$ cat src/rtl/i2c_xfer_sequencer_if.sv
// i2c_xfer_sequencer_if: bundles the configuration, TX/RX FIFO, I2C core
// command and status signals of i2c_xfer_sequencer.
// master: the sequencer side; slave: the surrounding FIFOs, core and host.
interface i2c_xfer_sequencer_if;
    logic [13:0] CFG;
    logic [13:0] TIMEOUT;
    logic        TX_EMPTY;
    logic [31:0] TX_DATA;
    logic        TX_RD_EN;
    logic        RX_FULL;
    logic        RX_WR_EN;
    logic [31:0] RX_WDATA;
    logic [2:0]  CORE_CMD;
    logic        CORE_CMD_VALID;
    logic [7:0]  CORE_WDATA;
    logic        CORE_READY;
    logic        CORE_DONE;
    logic        CORE_ACK;
    logic [7:0]  CORE_RDATA;
    logic        BUSY;
    logic        XFER_DONE;
    logic        ERROR;
    logic [1:0]  ERR_CODE;

    modport master (
        input  CFG, TIMEOUT, TX_EMPTY, TX_DATA, RX_FULL,
               CORE_READY, CORE_DONE, CORE_ACK, CORE_RDATA,
        output TX_RD_EN, RX_WR_EN, RX_WDATA, CORE_CMD, CORE_CMD_VALID,
               CORE_WDATA, BUSY, XFER_DONE, ERROR, ERR_CODE
    );

    modport slave (
        output CFG, TIMEOUT, TX_EMPTY, TX_DATA, RX_FULL,
               CORE_READY, CORE_DONE, CORE_ACK, CORE_RDATA,
        input  TX_RD_EN, RX_WR_EN, RX_WDATA, CORE_CMD, CORE_CMD_VALID,
               CORE_WDATA, BUSY, XFER_DONE, ERROR, ERR_CODE
    );
endinterface

$ cat src/rtl/i2c_xfer_sequencer.sv
// i2c_xfer_sequencer: turns a GO request into the I2C core command stream
// START, address WRITE, N data bytes (WRITE from the TX FIFO or READ into
// the RX FIFO), STOP, with NACK error reporting.
// Build option: define I2C_SEQ_TIMEOUT_EN to enable the per-state wait
// timeout (ERR_CODE=3); without it TIMEOUT is ignored.
module i2c_xfer_sequencer (
    input logic                   PCLK,
    input logic                   PRESET,
    i2c_xfer_sequencer_if.master  bus
);

    typedef enum logic [2:0] {
        S_IDLE, S_CMD, S_WAIT, S_FETCH, S_PUSH, S_STOP, S_STOPW
    } state_t;

    typedef enum logic [1:0] {PH_START, PH_ADDR, PH_DATA} phase_t;

    typedef enum logic [2:0] {
        C_START     = 3'd0,
        C_WRITE     = 3'd1,
        C_READ_ACK  = 3'd2,
        C_READ_NACK = 3'd3,
        C_STOP      = 3'd4
    } cmd_t;

    state_t      state;
    phase_t      phase;
    cmd_t        cmd;
    logic        cmd_valid;
    logic [7:0]  wdata;
    logic        rw;
    logic [6:0]  addr;
    logic [4:0]  last_idx;
    logic [4:0]  byte_idx;
    logic        go_q;
    logic        go_armed;
    logic        go_edge;
    logic        tx_rd_en;
    logic        rx_wr_en;
    logic [31:0] rx_wdata;
    logic [1:0]  err_code;
    logic        xfer_done;
    logic        timeout_hit;
    logic        unused_tx_hi;

    // go_armed blocks a GO level held through reset from looking like an edge
    assign go_edge      = bus.CFG[0] & ~go_q & go_armed;
    assign unused_tx_hi = ^bus.TX_DATA[31:8];

`ifdef I2C_SEQ_TIMEOUT_EN
    state_t      state_prev;
    logic [13:0] tcnt;
    logic [13:0] tcnt_cur;
    logic        counting;

    // Cycles spent in the current state; restarts at zero on every state change
    always_comb begin
        tcnt_cur    = (state != state_prev) ? '0 : tcnt;
        counting    = (state == S_CMD) || (state == S_WAIT) || (state == S_FETCH) ||
                      (state == S_PUSH) || (state == S_STOPW);
        timeout_hit = counting && (bus.TIMEOUT != '0) &&
                      (({1'b0, tcnt_cur} + 15'd1) == {1'b0, bus.TIMEOUT});
    end

    // Timeout counter and previous-state register
    always_ff @(posedge PCLK) begin
        if (PRESET) begin
            state_prev <= S_IDLE;
            tcnt       <= '0;
        end else begin
            state_prev <= state;
            tcnt       <= counting ? tcnt_cur + 14'd1 : '0;
        end
    end
`else
    logic unused_timeout;
    assign timeout_hit    = 1'b0;
    assign unused_timeout = ^bus.TIMEOUT;
`endif

    // Transaction sequencer: command issue, FIFO handshakes and error tracking
    always_ff @(posedge PCLK) begin
        if (PRESET) begin
            state     <= S_IDLE;
            phase     <= PH_START;
            cmd       <= C_START;
            cmd_valid <= 1'b0;
            wdata     <= '0;
            rw        <= 1'b0;
            addr      <= '0;
            last_idx  <= '0;
            byte_idx  <= '0;
            go_q      <= 1'b0;
            go_armed  <= 1'b0;
            tx_rd_en  <= 1'b0;
            rx_wr_en  <= 1'b0;
            rx_wdata  <= '0;
            err_code  <= '0;
            xfer_done <= 1'b0;
        end else begin
            go_q      <= bus.CFG[0];
            go_armed  <= go_armed | ~bus.CFG[0];
            tx_rd_en  <= 1'b0;
            rx_wr_en  <= 1'b0;
            xfer_done <= 1'b0;
            if (timeout_hit) begin
                err_code <= 2'd3;
                if (state == S_STOPW) begin
                    cmd_valid <= 1'b0;
                    xfer_done <= 1'b1;
                    state     <= S_IDLE;
                end else begin
                    cmd       <= C_STOP;
                    cmd_valid <= 1'b1;
                    state     <= S_STOP;
                end
            end else begin
                case (state)
                    S_IDLE: begin
                        if (go_edge) begin
                            rw        <= bus.CFG[1];
                            addr      <= bus.CFG[8:2];
                            last_idx  <= bus.CFG[13:9];
                            byte_idx  <= '0;
                            err_code  <= '0;
                            phase     <= PH_START;
                            cmd       <= C_START;
                            cmd_valid <= 1'b1;
                            state     <= S_CMD;
                        end
                    end
                    S_CMD: begin
                        if (bus.CORE_READY) begin
                            cmd_valid <= 1'b0;
                            state     <= S_WAIT;
                        end
                    end
                    S_WAIT: begin
                        if (bus.CORE_DONE) begin
                            case (phase)
                                PH_START: begin
                                    cmd       <= C_WRITE;
                                    wdata     <= {addr, rw};
                                    cmd_valid <= 1'b1;
                                    phase     <= PH_ADDR;
                                    state     <= S_CMD;
                                end
                                PH_ADDR: begin
                                    phase <= PH_DATA;
                                    if (!bus.CORE_ACK) begin
                                        err_code  <= 2'd1;
                                        cmd       <= C_STOP;
                                        cmd_valid <= 1'b1;
                                        state     <= S_STOP;
                                    end else if (!rw) begin
                                        state <= S_FETCH;
                                    end else begin
                                        cmd       <= (last_idx == '0) ? C_READ_NACK : C_READ_ACK;
                                        cmd_valid <= 1'b1;
                                        state     <= S_CMD;
                                    end
                                end
                                default: begin
                                    if (rw) begin
                                        rx_wdata <= {24'd0, bus.CORE_RDATA};
                                        state    <= S_PUSH;
                                    end else if (!bus.CORE_ACK || (byte_idx == last_idx)) begin
                                        if (!bus.CORE_ACK) begin
                                            err_code <= 2'd2;
                                        end
                                        cmd       <= C_STOP;
                                        cmd_valid <= 1'b1;
                                        state     <= S_STOP;
                                    end else begin
                                        byte_idx <= byte_idx + 5'd1;
                                        state    <= S_FETCH;
                                    end
                                end
                            endcase
                        end
                    end
                    S_FETCH: begin
                        if (!bus.TX_EMPTY) begin
                            tx_rd_en  <= 1'b1;
                            wdata     <= bus.TX_DATA[7:0];
                            cmd       <= C_WRITE;
                            cmd_valid <= 1'b1;
                            state     <= S_CMD;
                        end
                    end
                    S_PUSH: begin
                        if (!bus.RX_FULL) begin
                            rx_wr_en <= 1'b1;
                            if (byte_idx == last_idx) begin
                                cmd       <= C_STOP;
                                cmd_valid <= 1'b1;
                                state     <= S_STOP;
                            end else begin
                                byte_idx  <= byte_idx + 5'd1;
                                cmd       <= ((byte_idx + 5'd1) == last_idx) ? C_READ_NACK : C_READ_ACK;
                                cmd_valid <= 1'b1;
                                state     <= S_CMD;
                            end
                        end
                    end
                    S_STOP: begin
                        if (bus.CORE_READY) begin
                            cmd_valid <= 1'b0;
                            state     <= S_STOPW;
                        end
                    end
                    S_STOPW: begin
                        if (bus.CORE_DONE) begin
                            xfer_done <= 1'b1;
                            state     <= S_IDLE;
                        end
                    end
                    default: state <= S_IDLE;
                endcase
            end
        end
    end

    assign bus.CORE_CMD       = cmd;
    assign bus.CORE_CMD_VALID = cmd_valid;
    assign bus.CORE_WDATA     = wdata;
    assign bus.TX_RD_EN       = tx_rd_en;
    assign bus.RX_WR_EN       = rx_wr_en;
    assign bus.RX_WDATA       = rx_wdata;
    assign bus.BUSY           = (state != S_IDLE);
    assign bus.XFER_DONE      = xfer_done;
    assign bus.ERR_CODE       = err_code;
    assign bus.ERROR          = (err_code != 2'd0);

endmodule

$ cat src/flat_wrapper.sv
// flat-port wrapper written by rule: the top's interface ports become plain ports
module i2c_xfer_sequencer_flat 
  (PCLK, PRESET, bus_CFG, bus_TIMEOUT, bus_TX_EMPTY, bus_TX_DATA, bus_RX_FULL, bus_CORE_READY, bus_CORE_DONE, bus_CORE_ACK, bus_CORE_RDATA, bus_TX_RD_EN, bus_RX_WR_EN, bus_RX_WDATA, bus_CORE_CMD, bus_CORE_CMD_VALID, bus_CORE_WDATA, bus_BUSY, bus_XFER_DONE, bus_ERROR, bus_ERR_CODE);
  i2c_xfer_sequencer_if bus_i ();
  input logic PCLK;
  input logic PRESET;
  input wire logic [$bits(bus_i.CFG)-1:0] bus_CFG;
  input wire logic [$bits(bus_i.TIMEOUT)-1:0] bus_TIMEOUT;
  input wire logic [$bits(bus_i.TX_EMPTY)-1:0] bus_TX_EMPTY;
  input wire logic [$bits(bus_i.TX_DATA)-1:0] bus_TX_DATA;
  input wire logic [$bits(bus_i.RX_FULL)-1:0] bus_RX_FULL;
  input wire logic [$bits(bus_i.CORE_READY)-1:0] bus_CORE_READY;
  input wire logic [$bits(bus_i.CORE_DONE)-1:0] bus_CORE_DONE;
  input wire logic [$bits(bus_i.CORE_ACK)-1:0] bus_CORE_ACK;
  input wire logic [$bits(bus_i.CORE_RDATA)-1:0] bus_CORE_RDATA;
  output wire logic [$bits(bus_i.TX_RD_EN)-1:0] bus_TX_RD_EN;
  output wire logic [$bits(bus_i.RX_WR_EN)-1:0] bus_RX_WR_EN;
  output wire logic [$bits(bus_i.RX_WDATA)-1:0] bus_RX_WDATA;
  output wire logic [$bits(bus_i.CORE_CMD)-1:0] bus_CORE_CMD;
  output wire logic [$bits(bus_i.CORE_CMD_VALID)-1:0] bus_CORE_CMD_VALID;
  output wire logic [$bits(bus_i.CORE_WDATA)-1:0] bus_CORE_WDATA;
  output wire logic [$bits(bus_i.BUSY)-1:0] bus_BUSY;
  output wire logic [$bits(bus_i.XFER_DONE)-1:0] bus_XFER_DONE;
  output wire logic [$bits(bus_i.ERROR)-1:0] bus_ERROR;
  output wire logic [$bits(bus_i.ERR_CODE)-1:0] bus_ERR_CODE;
  assign bus_i.CFG = bus_CFG;
  assign bus_i.TIMEOUT = bus_TIMEOUT;
  assign bus_i.TX_EMPTY = bus_TX_EMPTY;
  assign bus_i.TX_DATA = bus_TX_DATA;
  assign bus_i.RX_FULL = bus_RX_FULL;
  assign bus_i.CORE_READY = bus_CORE_READY;
  assign bus_i.CORE_DONE = bus_CORE_DONE;
  assign bus_i.CORE_ACK = bus_CORE_ACK;
  assign bus_i.CORE_RDATA = bus_CORE_RDATA;
  assign bus_TX_RD_EN = bus_i.TX_RD_EN;
  assign bus_RX_WR_EN = bus_i.RX_WR_EN;
  assign bus_RX_WDATA = bus_i.RX_WDATA;
  assign bus_CORE_CMD = bus_i.CORE_CMD;
  assign bus_CORE_CMD_VALID = bus_i.CORE_CMD_VALID;
  assign bus_CORE_WDATA = bus_i.CORE_WDATA;
  assign bus_BUSY = bus_i.BUSY;
  assign bus_XFER_DONE = bus_i.XFER_DONE;
  assign bus_ERROR = bus_i.ERROR;
  assign bus_ERR_CODE = bus_i.ERR_CODE;
  i2c_xfer_sequencer u_core (.PCLK(PCLK), .PRESET(PRESET), .bus(bus_i));
endmodule
$ cat config.mk
export PLATFORM = sky130hd
export DESIGN_NAME = i2c_xfer_sequencer_flat
export DESIGN_NICKNAME = d
export VERILOG_FILES = /design/src/rtl/i2c_xfer_sequencer_if.sv /design/src/rtl/i2c_xfer_sequencer.sv /design/src/flat_wrapper.sv
export SDC_FILE = /design/constraint.sdc
export NUM_CORES = 1
export LEC_CHECK = 0
export ABC_CLOCK_PERIOD_IN_PS = 5200
export CAP_MARGIN = 15
export CORE_MARGIN = 2
export CORE_UTILIZATION = 45
export DETAILED_ROUTE_END_ITERATION = 8
export GPL_ROUTABILITY_DRIVEN = 0
export HOLD_SLACK_MARGIN = 0.1
export MAX_ROUTING_LAYER = met4
export PLACE_DENSITY = 0.86
export SKIP_LAST_GASP = 1
export SLEW_MARGIN = 0
export SYNTH_ARGS = -nofsm -noshare
export SYNTH_HDL_FRONTEND = slang
export SYNTH_SLANG_ARGS = --single-unit
$ cat constraint.sdc
create_clock -name PCLK -period 5.2 [get_ports PCLK]
set_input_delay 0.78 -clock PCLK [delete_from_list [all_inputs] [get_ports PCLK]]
set_output_delay 0.78 -clock PCLK [all_outputs]
set_load 0.02 [all_outputs]
# Yosys cells after proc, flatten, opt, wreduce, memory -nomap -nowiden

Cells that the tools add are included.
Widths: inputs -> output; s select.

Equality and inequality tests: 31
Reductions and logical operators: 26
Bitwise operators: 9
Add/subtract/negate cells: 1
Mux-type cells: 63

Operators with widths:

| operator           | number |
|---|---|
| $mux 3             | 19 |
| $mux 5             | 7 |
| $mux 8             | 3 |
| $reduce_and 8->1   | 3 |
| $ne 2x2->1 const B | 11 |
| $pmux 3 s7         | 1 |
| $mux 2             | 8 |
| $pmux 2 s2         | 4 |
| $pmux 8 s2         | 1 |
| $pmux 5 s3         | 1 |
| $mux 1             | 14 |
| $pmux 3 s2         | 2 |
| $pmux 3 s4         | 1 |
| $reduce_and 4->1   | 3 |
| $eq 5x5->1         | 2 |
| $reduce_or 2->1    | 5 |
| $eq 3x3->1 const B | 3 |
| $reduce_and 9->1   | 1 |
| $ne 4x3->1 const B | 2 |
| $reduce_and 7->1   | 1 |
| $eq 3x2->1 const B | 2 |
| $ne 2x1->1 const B | 3 |
| $ne 3x1->1 const B | 2 |
| $ne 3x3->1 const B | 2 |
| 20 further kinds   | 29 |

Register bits after elaboration: 50
Output and inout port bits: 51
Word-level logic and storage cells: 146

# Logic depth before layout (Yosys ltp)

Gate-level depths: netlist of run 1.

Word-level depth: 7
Depth in mapped cells: 7
Mapped depth without buffers: 6

# Least setup slack after synthesis of run 1

OpenSTA, ideal clock, no wires.

Kind: input port to flip-flop
Start: in bus_CORE_ACK
End: reg u_core.byte_idx[4]
Slack: 3.259 ns
Buffers on the path: 0
Arrival time: 1.871 ns
Cell stages on the path: 5
Data required time: 5.130 ns
Library setup time: 0.070 ns
Cells stage by stage: nor4bb_1 > a21o_2 > o311ai_4 > or3_2 > a21oi_1

Longest elaborated chain between the ends: 4

Ends and longest elaborated chain:

| element                           | line                      | RTL |
|---|---|---|
| start: declaration                | flat_wrapper.sv:14        | `input wire logic [$bits(bus_i.CORE_ACK)-1:0] bus_CORE_ACK;` |
| $logic_not 1->1                   | --                        |  |
| $logic_or 1x1->1                  | i2c_xfer_sequencer.sv:167 | `end else if (!bus.CORE_ACK \|\| (byte_idx == last_idx)) begin` |
| $ne 2x2->1 (no source line)       | --                        |  |
| $reduce_and 8->1 (no source line) | --                        |  |
| end signal: assignment            | i2c_xfer_sequencer.sv:175 | `byte_idx <= byte_idx + 5'd1;` |
| end signal: assignment            | i2c_xfer_sequencer.sv:199 | `byte_idx <= byte_idx + 5'd1;` |
| end: declaration                  | i2c_xfer_sequencer.sv:34  | `logic [4:0] byte_idx;` |

No other way between the ends.
A chain may end at the register's enable or synchronous reset.

# Worst setup path in the final report of run 1

Start: reg u_core.state[0]
End: out bus_BUSY

Longest elaborated chain between the ends: 1

Ends and longest elaborated chain:

| element                  | line                      | RTL |
|---|---|---|
| start: declaration       | i2c_xfer_sequencer.sv:26  | `state_t state;` |
| start signal: assignment | i2c_xfer_sequencer.sv:84  | `state <= S_IDLE;` |
| start signal: assignment | i2c_xfer_sequencer.sv:111 | `state <= S_IDLE;` |
| start signal: assignment | i2c_xfer_sequencer.sv:115 | `state <= S_STOP;` |
| $reduce_bool 3->1        | i2c_xfer_sequencer.sv:230 | `assign bus.BUSY = (state != S_IDLE);` |
| end: declaration         | flat_wrapper.sv:22        | `output wire logic [$bits(bus_i.BUSY)-1:0] bus_BUSY;` |

No other way between the ends.

==> results.yml, run 1 <==
route:
  wl_per_cell_um: 14.5
  firstDrtPassIters: 5
  antenna_left: 0
  drc: 0
  finalWirelength_um: 6400
  drt_iter0_drc: 258
  via_count: 2415
  vias_per_cell: 5.46
placement:
  place_hpwl_um: 4470
  dp_cells: 435
  place_ws_ns: 2.24
  portBuffers: 63
  placed_cell_area_um2: 3240
power_and_ir_drop:
  pwr-share-seq: 0.498
  power-per-cell-area_nw_per_um2: 260
  switching_power_mw: 0.278
  vdd_drop_max_uv: 222
  switching_share: 0.321
  p_leak_nw: 1.37
  clkPwrFrac: 0.252
  share_comb_of_total_power: 0.250
  intPower_mw: 0.587
grt:
  grt_pass1_wl_um: 9830
  grt_max_degree: 47
  grt_usage: 0.196
  grt_pass1_vias: 2153
  grt_overflow: 0
  grt_antenna_before_repair: 0
flow_run:
  max-cap-violations: 0
floorplan:
  die_height_um: 81.6
  die_area_um2: 6670
  ios: 126
  core_um2: 5890
  initial_core_util: 0.461
  die_w_um: 81.6
  core.rowCount: 28
cts:
  clkTransAtPathRegs_ns: 0.09
  root_buffer: "clkbuf_8"
  htree_levels: 2
  cts.repair.resized: 0
  clock_path_buffers: 2
  cts_hold_buf: 0
  post-cts-setup-buffer-count: 0
  clock_latency_ns: 0.30
  tritoncts: "done"
  clock-sinks: 50
  cts_buffers: 5
setup_path:
  cp.required_ns: 4.42
  critPathArrivalTime_ns: 1.97
  crit_path_max_fanout: 21
  r2r_start: "u_core.state[0]$_SDFFE_PP0P_"
  worst_setup_path_start_kind: "register"
  startpoint: "u_core.state[0]$_SDFFE_PP0P_"
  crit_path_end_kind: "output port"
  critPathKind: "register to output port"
sta:
  setup_slack_ns: 2.45
  rsz0062_at_grt: "no"
  max_freq_mhz: 364
  finalSetupViolations: 0
  fin_crit_sh: 0.528
  skew_ns: 0.00633
  worst_slew_pin_slew_ns: 1.12
  hold_violations: 0
  relSlewSlack: 0.249
  slew_viol_final: 0
  period_needed_ns: 2.75
  tns_ns: 0
logic_synthesis:
  synth_top_area_frac: 0.369
  synth-seq-cells: 50
  avgSynthCellArea_um2: 8.58
  syn_inst: 316
  synth_area_leaders: "dfxtp_1 (37%), mux2i_1 (11%), nor2_1 (6.9%)"
  ys.flop_type: "dfxtp_1"
  ys_seq_area_frac: 0.369
  synth_edf_count: 0
  yosysTopAreaCell: "dfxtp_1"
  synthDistinctLibCells: 54
  netlist_area_um2: 2710
  yosysWarnings: 0
  synthArstFlopShare: 0
layout:
  layout-drive-gt1-share: 0.0518
  diodes: 0
  finalNonFillerCells: 442
  area_growth_pct: 22.5
  final_area_um2: 3320
  register_area_um2: 1000
  multi_input_area_um2: 1490
  num-nets-final: 443
  fillCellCount: 531
min_path:
  hp-start: "u_core.go_armed$_SDFF_PP0_"
  hp-class: "register to register"
status:
  status: "finished, final reports clean"
==> per-stage QoR <==
step | power [mW] | hold slack [ns] | utilization
6_report | 0.865 | 0.464 | 0.564
5_1_grt | 0.907 | 0.495 | 0.564
4_1_cts | 0.867 | 0.465 | 0.564
3_5_place_dp | 0.648 | 0.453 | 0.551
3_3_place_gp | 0.642 | 0.436 | 0.551
2_1_floorplan | 0.600 | 0.430 | -
==> power groups by stage <==
stage          logic (mW)  clock network (mW)  registers (mW)
2_1_floorplan       0.176                   0           0.424
3_3_place_gp        0.207                   0           0.435
3_5_place_dp        0.212                   0           0.437
4_1_cts             0.214               0.224           0.429
5_1_grt             0.233               0.241           0.433
6_report            0.216               0.218           0.431
==> registers in the layout, summed over array words and instances (netlist names) <==
signal	cells
u_core.bus.TX_RD_EN	1
u_core.bus.CORE_CMD_VALID	1
u_core.go_q	1
u_core.phase	2
u_core.byte_idx	5
u_core.rw	1
u_core.bus.RX_WDATA	8
u_core.bus.ERR_CODE	2
u_core.bus.CORE_CMD	3
u_core.addr	7
u_core.state	3
u_core.bus.RX_WR_EN	1
u_core.last_idx	5
u_core.bus.CORE_WDATA	8
u_core.go_armed	1
u_core.bus.XFER_DONE	1
==> synthesized netlist by cell type (2+ instances only) <==
library cell / instances
nor4_1: 2
or3_2: 2
buf_2: 4
a21oi_1: 24
nor3_1: 8
nand3_1: 4
xor2_1: 7
o311ai_4: 2
nor2_2: 2
a211oi_1: 2
o21ai_0: 10
nor2b_1: 7
nor4b_1: 2
o31ai_1: 2
and2_1: 3
mux2i_1: 31
nand3b_1: 3
nor2_1: 50
clkbuf_1: 11
buf_6: 3
nor4bb_1: 2
o21a_1: 2
and3_1: 3
o22ai_1: 3
nand2b_1: 6
dfxtp_1: 50
inv_1: 5
buf_4: 24
nand2_1: 11
or3_1: 3
xnor2_1: 3
or2_2: 3
==> path summary, 6_finish.rpt <==
kind	to	slack [ns]	cells after the start
max	bus_BUSY	2.45	2
min	u_core.go_armed$_SDFF_PP0_	0.46	2
max reg2reg	u_core.bus.CORE_WDATA[5]$_SDFFE_PP0P_	2.83	5
min reg2reg	u_core.go_armed$_SDFF_PP0_	0.46	2
==> cell usage in the layout (no fill, tap or decap), types with 2 or more instances in the layout <==
cell type	n
clkdlybuf4s50_1	63
nor2_1	50
dfxtp_1	50
mux2i_1	31
a21oi_1	24
conb_1	24
nand2_1	11
o21ai_0	10
nor3_1	8
nor2b_1	7
xor2_1	7
nand2b_1	6
inv_1	5
clkbuf_8	5
nand3_1	4
or3_1	3
or2_2	3
nand3b_1	3
and2_1	3
and3_1	3
xnor2_1	3
o22ai_1	3
nor4b_1	2
nor2_2	2
a211oi_1	2
nor4_1	2
o311ai_4	2
o21a_1	2
nor4bb_1	2
or3_2	2
o31ai_1	2
==> critical path, cell delays in order, from the launching register on <==
cell and delay [ns]:
dfxtp_1 0.80, or3_1 0.25, clkdlybuf4s50_1 0.61
==> layout make-up <==
class	count	area share
Multi-Input combinational cell	241	0.449
Sequential cell	50	0.301
Timing Repair Buffer	64	0.192
Tap cell	75	0.0282
Clock buffer	6	0.0218
Inverter	5	0.00565
Clock inverter	1	0.00226
==> per-layer routing <==
metal	global-route usage	part of all wire	up-vias
li1	-	-	1148
met5	-	0	-
met2	0.317	0.46	153
met4	0.0600	0.010	0
met3	0.0429	0.10	6
met1	0.246	0.43	1108
==> kinds of logic (layout without fill, tap and decap cells) <==
logic type | after synthesis | count (layout) | synth area share
mux | 31 | 31 | 0.114
buf+inv | 48 | 76 | 0.113
flops | 50 | 50 | 0.369
fa+ha+maj | 1 | 1 | 0.00461
simple gates | 116 | 116 | 0.215
xor+xnor | 10 | 10 | 0.0323
other cells | 1 | 24 | 0.00138
compound gates | 59 | 59 | 0.149
Note: power is estimated with default switching activity, not from simulation.
==> inputs of run 2 (changes only) <==
ABC_CLOCK_PERIOD_IN_PS = 2850   (was 5200)
CORE_UTILIZATION = 42   (was 45)
PLACE_DENSITY = 0.81   (was 0.86)
clock period = 2.85 ns   (was 5.2 ns; I/O delays follow)
==> run 2 against run 1 <==
Power grew 95%. First-iteration DRC count shrank 8.1%. Die area increased by 6.8%. Non-clock buffer count rose by 4. Sequential cell count unchanged. Clock power rose by 130%. Largest power group unchanged. Combinational power up 91%. Sequential power rose by 80%. Clock skew increased by 0.0019 ns. Critical endpoint unchanged. Global-route usage decreased by 1.2 points.
==> results.yml, run 2 (same netlist as run 1, synthesis figures left out) <==
setup_path:
  critPathKind: "register to output port"
  crit_path_max_fanout: 23
  worst_setup_path_start_kind: "register"
  crit_buf_inv: 1
  cp_slowest_cell: "dfxtp_1"
  path_cells: "or3_1 > clkdlybuf4s50_1"
  cp.required_ns: 2.42
  crit_path_end_kind: "output port"
  cpPeakStageDelay_ns: 0.76
  cp_top_family: "flip-flops"
  critPathArrivalTime_ns: 1.98
cts:
  clock_latency_ns: 0.31
  root_buffer: "clkbuf_8"
  cts.repair.resized: 0
  tritoncts: "done"
  clock-sinks: 50
  cts_buffers: 5
  cts_hold_buf: 0
  htree_levels: 2
  clkTransAtPathRegs_ns: 0.09
  clock_path_buffers: 2
  post-cts-setup-buffer-count: 0
floorplan:
  core_um2: 6310
  die_w_um: 84.4
  die_height_um: 84.4
  initial_core_util: 0.430
  ios: 126
  die_area_um2: 7120
  core.rowCount: 29
route:
  via_count: 2386
  firstDrtPassIters: 4
  drc: 0
  finalWirelength_um: 6280
  wl_per_cell_um: 14.0
  vias_per_cell: 5.31
  antenna_left: 0
  drt_iter0_drc: 237
layout:
  num-nets-final: 447
  area_growth_pct: 24.8
  fillCellCount: 578
  layout-drive-gt1-share: 0.0645
  final_cell_mix: "clkdlybuf4s50_1 (63), nor2_1 (50), dfxtp_1 (50)"
  final_area_um2: 3380
  layout_commonest_cell: "clkdlybuf4s50_1"
  diodes: 0
status:
  status: "finished, final reports clean"
placement:
  placed_cell_area_um2: 3270
  portBuffers: 63
  place_hpwl_um: 4530
  place_ws_ns: 0.392
grt:
  grt_usage: 0.184
  grt_max_degree: 24
  grt_pass1_wl_um: 10400
  grtUsageMet1: 0.235
  grt_overflow: 0
  use_met3: 0.0472
  grt_pass1_vias: 2246
  grt_busiest_layer: "met2"
  met2_usage: 0.278
  grt_antenna_before_repair: 0
sta:
  skew_ns: 0.00822
  relSlewSlack: 0.263
  tns_ns: 0
  hold_violations: 0
  fin_crit_sh: 0.846
  period_needed_ns: 2.41
  slew_viol_final: 0
  rsz0062_at_grt: "no"
  worst_slew_pin_slew_ns: 1.10
  setup_slack_ns: 0.438
  finalSetupViolations: 0
  max_freq_mhz: 415
min_path:
  hp-class: "register to register"
power_and_ir_drop:
  vdd_drop_max_uv: 369
  power-per-cell-area_nw_per_um2: 499
  p_leak_nw: 1.41
flow_run:
  max-cap-violations: 0
-- run 2: tightest hold or removal path: stages (launching register included) --
cell and delay [ns]:
dfxtp_1 0.32, inv_1 0.05, a21oi_1 0.05
-- run 2: report_power, final --
group          total (mW)  switching (mW)  internal [mW]
clock network       0.504           0.241          0.262
logic               0.412           0.231          0.181
registers           0.774          0.0449          0.729
-- run 2: final cells by class --
class	count	area, um2	share of cell area
inverters	5	18.8	0.00555
clock buffers	6	72.6	0.0214
flip-flops and latches	50	1000	0.296
clock inverters	2	37.5	0.0111
repair buffers	68	668	0.197
well taps	77	96.3	0.0285
multi-input cells	241	1490	0.440
-- run 2: path summary, 6_finish.rpt --
path | startpoint | end | slack, ns | depth (start not counted)
setup / recovery | u_core.state[1]$_SDFFE_PP0P_ | bus_BUSY | 0.44 | 2
hold / removal | u_core.go_armed$_SDFF_PP0_ | u_core.go_armed$_SDFF_PP0_ | 0.45 | 2
setup reg to reg | u_core.state[1]$_SDFFE_PP0P_ | u_core.bus.CORE_WDATA[3]$_SDFFE_PP0P_ | 0.68 | 4
hold reg to reg | u_core.go_armed$_SDFF_PP0_ | u_core.go_armed$_SDFF_PP0_ | 0.45 | 2
-- run 2: layer usage --
metal	routed length, um	up-vias
met2	2710	127
met4	142	0
met3	609	12
met5	0	-
met1	2810	1090
li1	-	1157
-- run 2: through the flow --
stage / util / cells / hold WS (ns) / total power [mW]
floorplan: - / 339 / 0.430 / 1.09
global placement: 0.519 / 441 / 0.438 / 1.19
detailed placement: 0.519 / 441 / 0.444 / 1.20
CTS: 0.536 / 449 / 0.457 / 1.69
global route: 0.536 / 449 / 0.493 / 1.77
finish: 0.536 / 449 / 0.454 / 1.69
